--- src/rtl/tpu_host_seq.sv ---
// Host-side sequencer: streams A and B rows into tpuv1, issues MatMul, waits, then streams C half-rows out.
// Define TPU_HOST_CPRELOAD_EN to add a CPRE state that preloads the accumulator (bias) before MatMul.
module tpu_host_seq #(
  parameter int DIM         = 8,
  parameter int ADDRW       = 16,
  parameter int DATAW       = 64,
  parameter int WAIT_CYCLES = 3*DIM+2
) (
  input  logic             clk,
  input  logic             rst_n,
  input  logic             start,
  output logic             busy,
  output logic             done,
  input  logic             in_valid,
  output logic             in_ready,
  input  logic [DATAW-1:0] in_data,
  output logic             out_valid,
  input  logic             out_ready,
  output logic [DATAW-1:0] out_data,
  output logic             out_last,
  output logic             tpu_r_w,
  output logic [ADDRW-1:0] tpu_addr,
  output logic [DATAW-1:0] tpu_wdata,
  input  logic [DATAW-1:0] tpu_rdata
);

  localparam int NHALF = 2*DIM;
  localparam int KW    = (DIM > 1) ? $clog2(DIM) : 1;
  localparam int JW    = $clog2(NHALF + 1);
  localparam int TW    = (WAIT_CYCLES > 1) ? $clog2(WAIT_CYCLES) : 1;

  localparam logic [ADDRW-1:0] A_BASE   = ADDRW'(16'h0100);
  localparam logic [ADDRW-1:0] B_BASE   = ADDRW'(16'h0200);
  localparam logic [ADDRW-1:0] C_BASE   = ADDRW'(16'h0300);
  localparam logic [ADDRW-1:0] CMD_ADDR = ADDRW'(16'h0400);

  typedef enum logic [2:0] {
    S_IDLE, S_LOAD_A, S_LOAD_B, S_CPRE, S_MATMUL, S_WAIT, S_READ_C
  } state_t;

  state_t           state_q, state_d;
  logic [KW-1:0]    k_q, k_d;
  logic [JW-1:0]    j_q, j_d;
  logic [TW-1:0]    timer_q, timer_d;
  logic             out_valid_q, out_valid_d;
  logic             out_last_q, out_last_d;
  logic [DATAW-1:0] out_data_q, out_data_d;
  logic             in_hs;

`ifdef TPU_HOST_CPRELOAD_EN
  assign in_ready = (state_q == S_LOAD_A) || (state_q == S_LOAD_B) || (state_q == S_CPRE);
`else
  assign in_ready = (state_q == S_LOAD_A) || (state_q == S_LOAD_B);
`endif
  assign in_hs     = in_valid & in_ready;
  assign busy      = (state_q != S_IDLE);
  assign out_valid = out_valid_q;
  assign out_last  = out_last_q;
  assign out_data  = out_data_q;

  // The bus defaults to the idle pattern (read of 0x0000); only handshakes produce writes.
  always_comb begin
    state_d     = state_q;
    k_d         = k_q;
    j_d         = j_q;
    timer_d     = timer_q;
    out_valid_d = out_valid_q;
    out_last_d  = out_last_q;
    out_data_d  = out_data_q;
    tpu_r_w     = 1'b0;
    tpu_addr    = '0;
    tpu_wdata   = '0;
    done        = 1'b0;
    case (state_q)
      S_IDLE: begin
        if (start) begin
          state_d = S_LOAD_A;
          k_d     = '0;
        end
      end
      S_LOAD_A: begin
        if (in_hs) begin
          tpu_r_w   = 1'b1;
          tpu_addr  = A_BASE + (ADDRW'(k_q) << 3);
          tpu_wdata = in_data;
          if (k_q == KW'(DIM-1)) begin
            state_d = S_LOAD_B;
            k_d     = '0;
          end else begin
            k_d = k_q + KW'(1);
          end
        end
      end
      S_LOAD_B: begin
        if (in_hs) begin
          tpu_r_w   = 1'b1;
          tpu_addr  = B_BASE + (ADDRW'(k_q) << 3);
          tpu_wdata = in_data;
          if (k_q == KW'(DIM-1)) begin
`ifdef TPU_HOST_CPRELOAD_EN
            state_d = S_CPRE;
            j_d     = '0;
`else
            state_d = S_MATMUL;
`endif
            k_d = '0;
          end else begin
            k_d = k_q + KW'(1);
          end
        end
      end
`ifdef TPU_HOST_CPRELOAD_EN
      S_CPRE: begin
        if (in_hs) begin
          tpu_r_w   = 1'b1;
          tpu_addr  = C_BASE + (ADDRW'(j_q) << 3);
          tpu_wdata = in_data;
          if (j_q == JW'(NHALF-1)) begin
            state_d = S_MATMUL;
            j_d     = '0;
          end else begin
            j_d = j_q + JW'(1);
          end
        end
      end
`endif
      S_MATMUL: begin
        tpu_addr = CMD_ADDR;
        state_d  = S_WAIT;
        timer_d  = '0;
      end
      S_WAIT: begin
        if (timer_q == TW'(WAIT_CYCLES-1)) begin
          state_d = S_READ_C;
          j_d     = '0;
        end else begin
          timer_d = timer_q + TW'(1);
        end
      end
      S_READ_C: begin
        // Half-row j lives at C_BASE + 8*j; once all are captured the bus goes idle.
        if (j_q != JW'(NHALF)) begin
          tpu_addr = C_BASE + (ADDRW'(j_q) << 3);
        end
        if (out_valid_q && out_ready && out_last_q) begin
          out_valid_d = 1'b0;
          out_last_d  = 1'b0;
          done        = 1'b1;
          state_d     = S_IDLE;
          j_d         = '0;
        end else if ((!out_valid_q || out_ready) && (j_q != JW'(NHALF))) begin
          out_data_d  = tpu_rdata;
          out_valid_d = 1'b1;
          out_last_d  = (j_q == JW'(NHALF-1));
          j_d         = j_q + JW'(1);
        end
      end
      default: state_d = S_IDLE;
    endcase
  end

  always_ff @(posedge clk or negedge rst_n) begin
    if (!rst_n) begin
      state_q     <= S_IDLE;
      k_q         <= '0;
      j_q         <= '0;
      timer_q     <= '0;
      out_valid_q <= 1'b0;
      out_last_q  <= 1'b0;
      out_data_q  <= '0;
    end else begin
      state_q     <= state_d;
      k_q         <= k_d;
      j_q         <= j_d;
      timer_q     <= timer_d;
      out_valid_q <= out_valid_d;
      out_last_q  <= out_last_d;
      out_data_q  <= out_data_d;
    end
  end

endmodule

--- config.mk ---
export PLATFORM = sky130hd
export DESIGN_NAME = tpu_host_seq
export DESIGN_NICKNAME = d
export VERILOG_FILES = /design/src/rtl/tpu_host_seq.sv
export SDC_FILE = /design/constraint.sdc
export NUM_CORES = 1
export LEC_CHECK = 0
export BUFFER_PORTS_ARGS = -buffer_cell sky130_fd_sc_hd__buf_2
export CORE_AREA = 2 2 109 111
export CTS_CLUSTER_DIAMETER = 30
export DETAILED_ROUTE_END_ITERATION = 7
export DIE_AREA = 0 0 111 113
export GPL_ROUTABILITY_DRIVEN = 1
export PLACE_DENSITY = 0.83
export SLEW_MARGIN = 20
export SYNTH_ARGS = -nofsm -noshare
export SYNTH_HDL_FRONTEND = slang
export SYNTH_SLANG_ARGS = --single-unit
--- constraint.sdc ---
create_clock -name clk -period 2.45 [get_ports clk]
set_input_delay 0.49 -clock clk [delete_from_list [all_inputs] [get_ports clk]]
set_output_delay 0.49 -clock clk [all_outputs]
set_load 0.005 [all_outputs]
==> results.json, run 1 <==
{
  "synthSimpleGateAreaFrac_pct": 16.34,
  "cellInternalPower_mw": 4.487,
  "antenna_found_initial": 0,
  "vias_per_cell": 4.756,
  "drcViolationCount": 0,
  "row_count": 39,
  "layout_setup_ws_ns": 0.04642,
  "synthAdderAreaFrac_pct": 2.126,
  "required_ns": 1.96,
  "die_x_um": 111,
  "place_congestion": 0.8462,
  "synthMuxAreaShare_pct": 20.62,
  "cts_tree": "yes",
  "grt_max_degree": 66,
  "p_sw_share_pct": 32.54,
  "syn_avg_cell_area_um2": 12.12,
  "crit_path_cell_trace": "nand2b_2 > a211oi_4 > buf_4 > buf_12 > and2_1 > buf_2",
  "routed_wl_um": 11370,
  "period_minus_slack_ns": 2.404,
  "placed_area_um2": 5634,
  "pre_cts_slack_ns": 0.2259,
  "p_switching_mw": 2.165,
  "first_global_vias": 3493,
  "vias": 3648,
  "mostFrequentLayoutCell": "buf_2",
  "start_util_pct": 36.55,
  "dp_hpwl_um": 8655,
  "cts_num_sinks": 82,
  "fp.dieArea_um2": 12540,
  "drtAntennaViolNets": 0,
  "synth_top_family_by_area": "multiplexers",
  "cts.path.max_buffers": 2,
  "finalPower_mw": 6.652,
  "crit_path_max_fanout": 33,
  "synthTopCellsByArea": "dfrtp_1 50%, mux2_2 14%, and2_1 10%",
  "synth_top_flop_cell": "dfrtp_1",
  "hold_slack_ns": 0.1225,
  "synth_compound_area_share_pct": 5.132,
  "period_share_pct": 98.11,
  "synth_cell_types": 43,
  "slowest_stage": "dfrtp_2",
  "maxSlewHeadroom_pct": 65.28,
  "port_buffers": 274,
  "cap_violations": 0,
  "core_um2": 11270,
  "ioPinCount": 283,
  "fin_skew_ns": 0.01095,
  "startpoint_type": "register",
  "vdd_drop_max_uv": 584.0,
  "area_delta_synth_final_pct": 46.64,
  "setup_violations": 0,
  "htree_num_levels": 3,
  "grt_pass1_wl_um": 17200,
  "mostFrequentLayoutCells": "273 x buf_2, 80 x dfrtp_1, 66 x and2_1, 51 x mux2_2, 17 x mux2_4",
  "p_comb_share_pct": 42.7,
  "power_frac_clock_pct": 20.8,
  "p_leak_nw": 3.195,
  "yosysTopAreaCellShare_pct": 49.80,
  "hold_violations": 0,
  "die_y_um": 113,
  "power.density_nw_per_um2": 1101,
  "slew_violations": 0,
  "wire_per_inst_um": 14.82,
  "drive_gt1_share_pct": 61.54,
  "grt_overflow": 0,
  "synth_xor_area_share_pct": 0.6377,
  "ys_seq_elements": 82,
  "cts_buffers": 9,
  "ys_seq_area_share_pct": 49.80,
  "drt_iter0_markers": 216,
  "synth_edf_count": 0,
  "nNetsFinal": 759,
  "holdCritPathClass": "primary input to asynchronous set/reset pin",
  "power_frac_seq_pct": 36.5,
  "syn_inst": 340,
  "drt_first_pass_iters": 4,
  "max_clock_freq_mhz": 416.0,
  "crit_type": "register to primary output",
  "grt.total_usage_pct": 16.75,
  "ys_warn_count": 0,
  "run_status": "completed",
  "synthesis.area_um2": 4120,
  "crit_path_max_incr_delay_ns": 0.47,
  "stdcell_area_um2": 6042,
  "clk_latency_ns": 0.33,
  "yosys.area.top_type": "dfrtp_1",
  "ctsHoldBuffers": 0,
  "synthArstFlopShare_pct": 100.0,
  "antennaDiodeCount": 0,
  "cp-end-kind": "primary output",
  "worstPathArrival_ns": 1.91,
  "cts_root_buf": "clkbuf_16",
  "clk_pin_slew_ns": 0.07,
  "worst_pin_slew_ns": 0.5209
}
==> cell type report <==
| cell class | count | area, um2 |
|---|---|---|
| Fill cell | 962 | 5230 |
| Sequential cell | 82 | 2054 |
| Multi-Input combinational cell | 226 | 1899 |
| Timing Repair Buffer | 289 | 1558 |
| Clock buffer | 10 | 239.0 |
| Tap cell | 143 | 178.9 |
| Clock inverter | 6 | 71.32 |
| Inverter | 11 | 41.29 |
==> what timing repair did <==
action | in CTS | in global routing
endpoints found under the setup margin | 66 | 68
pin swaps | 1 | 1
cloned | 0 | 2
gates resized for setup | 1 | 5
setup buffers | 2 | 4
hold endpoints to repair | 0 | 0
==> kinds of logic after synthesis <==
logic type | count (synthesis)
buf+inv | 39
simple gates | 110
other cells | 1
fa+ha+maj | 7
mux | 70
xor+xnor | 3
compound gates | 28
flops | 82
==> routing by layer <==
| metal | GRT usage, % | vias up | share of wire, % | wire length [um] |
|---|---|---|---|---|
| met3 | 3.267 | 14 | 7.1 | 810 |
| met4 | 5.583 | 0 | 1.6 | 177 |
| li1 | - | 1700 | - | - |
| met5 | 0 | - | 0 | 0 |
| met1 | 20.47 | 1747 | 40 | 4543 |
| met2 | 29.86 | 187 | 51 | 5839 |
==> critical path, delay by kind of cell, from the launching register on <==
| kind | cells | cell delay, ns |
|---|---|---|
| AOI/OAI and AO/OA | 1 | 0.21 |
| and+or+nand+nor | 2 | 0.40 |
| DFF | 1 | 0.47 |
| buffers and inverters | 3 | 0.49 |
==> path summary, 6_finish.rpt <==
path	start	endpoint	slack (ns)	cells after the start
min reg2reg	out_data[40]	out_data[40]	0.50	1
min	rst_n	out_data[48]	0.12	1
max reg2reg	j_q[0]	out_data[41]	0.19	7
max in group asynchronous	rst_n	out_data[45]	1.69	2
max	state_q[0]	tpu_wdata[55]	0.05	6
min in group clk	tpu_rdata[44]	out_data[44]	0.39	2
==> cells in the mapped netlist, drive strengths merged, types with 3 or more instances <==
master,number
and2,66
nor2,12
inv,11
nand4b,3
nand2,5
buf,23
a22o,5
o21ai,5
a211oi,3
clkbuf,5
nand3,4
and3,3
xor2,3
mux2,68
ha,7
dfrtp,82
==> stage by stage <==
step / cells / setup TNS (ns) / utilization (%)
floorplan: 347 / 0 / -
global placement: 743 / 0 / 49.98
detailed placement: 743 / 0 / 49.98
CTS: 761 / 0 / 52.89
global route: 767 / -0.8682 / 53.60
finish: 767 / 0 / 53.60
==> power by group through the flow <==
stage	registers (mW)	logic (mW)	clock network, mW
3_5_place_dp	2.44	2.72	0
5_1_grt	2.51	3.11	1.48
3_3_place_gp	2.39	2.64	0
4_1_cts	2.43	2.75	1.43
6_report	2.43	2.84	1.38
2_1_floorplan	2.41	1.49	0
==> registers in the layout, indices dropped and copies added, names as in the netlist <==
name and count:
out_last 1, out_data 64, j_q 5, timer_q 5
k_q 3, state_q 3, out_valid 1
Power figures use the tool's default switching activity.
==> run 2: changes to the inputs <==
CORE_AREA = 2 2 110 112   (was 2 2 109 111)
CTS_BUF_LIST = sky130_fd_sc_hd__clkbuf_8   (was unset)
DIE_AREA = 0 0 112 114   (was 0 0 111 113)
PLACE_DENSITY = 0.82   (was 0.83)
==> run 2 against run 1 <==
Non-clock buffer count increased by 5. Sequential cell count unchanged. Wire length increased by 4.4%. Via count increased by 0.30%. Final cell count increased by 1.2%. First-iteration DRC count decreased by 25%. Hold slack got worse by 0.022 ns. Clock power decreased by 25%. Power decreased by 0.51%. Clock skew about the same. Sequential power about the same. Critical endpoint is now tpu_wdata[3]. Largest cell class unchanged.
==> results.json, run 2 (synthesis results as in run 1) <==
{
  "cellInternalPower_mw": 4.424,
  "hold_violations": 0,
  "vdd_drop_max_uv": 623.6,
  "antennaDiodeCount": 0,
  "grt_pass1_wl_um": 17040,
  "max_clock_freq_mhz": 413.3,
  "fin_skew_ns": 0.01083,
  "timing.setup.tns_ns": 0,
  "drt_iter0_markers": 161,
  "crit_type": "register to primary output",
  "cts_root_buf": "clkbuf_8",
  "cts.path.max_buffers": 2,
  "slew_violations": 0,
  "crit_path_max_fanout": 32,
  "placed_area_um2": 5632,
  "clk_latency_ns": 0.36,
  "die_y_um": 114,
  "p_sw_share_pct": 33.15,
  "grt.total_usage_pct": 16.62,
  "holdCritPathClass": "primary input to asynchronous set/reset pin",
  "htree_num_levels": 3,
  "clk_pin_slew_ns": 0.09,
  "ioPinCount": 283,
  "regArea_um2": 2056,
  "maxSlewHeadroom_pct": 64.34,
  "drcViolationCount": 0,
  "power.density_nw_per_um2": 1057,
  "multi_input_comb_area_um2": 1981,
  "mostFrequentLayoutCell": "buf_2",
  "ctsHoldBuffers": 0,
  "fp.dieArea_um2": 12770,
  "first_global_vias": 3442,
  "fin_util_pct": 53.47,
  "run_status": "completed",
  "setup_violations": 0,
  "cts_num_sinks": 82,
  "cts_tree": "yes",
  "p_comb_share_pct": 47.4,
  "p_switching_mw": 2.194,
  "core_um2": 11710,
  "vias": 3659,
  "cp-end-kind": "primary output",
  "grt_max_degree": 43,
  "port_buffers": 274,
  "period_share_pct": 98.75,
  "worst_pin_slew_ns": 0.5348,
  "drtAntennaViolNets": 0,
  "power_frac_clock_pct": 15.7,
  "place_congestion": 0.8774,
  "required_ns": 1.96,
  "drt_first_pass_iters": 4,
  "stdcell_area_um2": 6262,
  "fillers": 1037,
  "dp_hpwl_um": 8487,
  "largest_reg_flops": 64,
  "rsz0062_at_grt": "true",
  "mostFrequentLayoutCells": "252 x buf_2, 79 x dfrtp_1, 51 x mux2_2, 43 x and2_1, 23 x and2_4",
  "p_leak_nw": 3.271,
  "wire_per_inst_um": 15.30,
  "die_x_um": 112,
  "antenna_found_initial": 1,
  "cts_buffers": 9,
  "nNetsFinal": 764,
  "cap_violations": 0,
  "power_frac_seq_pct": 36.8,
  "drive_gt1_share_pct": 65.82,
  "grt_overflow": 0,
  "worstPathArrival_ns": 1.93,
  "startpoint_type": "register",
  "vias_per_cell": 4.715,
  "period_minus_slack_ns": 2.419,
  "area_delta_synth_final_pct": 51.99,
  "row_count": 40,
  "start_util_pct": 35.18,
  "routed_wl_um": 11870,
  "finalPower_mw": 6.618
}
[run 2: power by group through the flow]
stage          Sequential, mW  Clock, mW  Combinational, mW
2_1_floorplan            2.41          0               1.49
5_1_grt                  2.52       1.13               3.43
6_report                 2.44       1.04               3.14
3_3_place_gp             2.42          0               2.60
4_1_cts                  2.44       1.08               2.82
3_5_place_dp             2.46          0               2.68
[run 2: per-layer routing]
metal	GRT usage, %	vias up	share of wire, %
met2	28.12	166	50
met3	5.048	14	7.6
met1	20.77	1759	41
met5	0	-	0
met4	4.634	0	1.1
li1	-	1720	-
[run 2: critical path, cell delays in order, from the launching register on]
cell       delay [ns]
dfrtp_2          0.47
nand2b_4         0.17
a211oi_4         0.32
bufbuf_16        0.36
and2_1           0.14
buf_2            0.11
[run 2: timing repair]
action,in CTS,in global routing
buffers inserted,4,6
cloned,1,3
gates resized for setup,8,48
pin swaps,1,20
endpoints found under the setup margin,67,69
[run 2: final cells by class]
| cell class | instances | area share, % |
|---|---|---|
| Multi-Input combinational cell | 226 | 31.63 |
| Tap cell | 147 | 2.937 |
| Clock buffer | 10 | 2.198 |
| Sequential cell | 82 | 32.83 |
| Clock inverter | 6 | 1.179 |
| Inverter | 11 | 0.6593 |
| Timing Repair Buffer | 294 | 28.57 |
[run 2: worst paths after layout]
path                                from            to  slack [ns]  cells past startpoint
min in group clk           tpu_rdata[58]  out_data[58]        0.35                      2
max                           state_q[1]  tpu_wdata[3]        0.03                      5
max reg2reg                       j_q[1]  out_data[10]        0.22                      7
max in group asynchronous          rst_n    state_q[0]        1.71                      2
min                                rst_n  out_data[52]        0.10                      1
min reg2reg                 out_data[16]  out_data[16]        0.51                      1
[run 2: stage by stage]
stage,std cells,hold WS [ns],worst slack (ns)
6_report,776,0.1004,0.03054
4_1_cts,767,0.1098,0.01891
5_1_grt,776,0.1276,-0.06385
3_5_place_dp,746,0.4875,0.2528
3_3_place_gp,746,0.4842,0.3006
2_1_floorplan,347,0.1944,0.4223
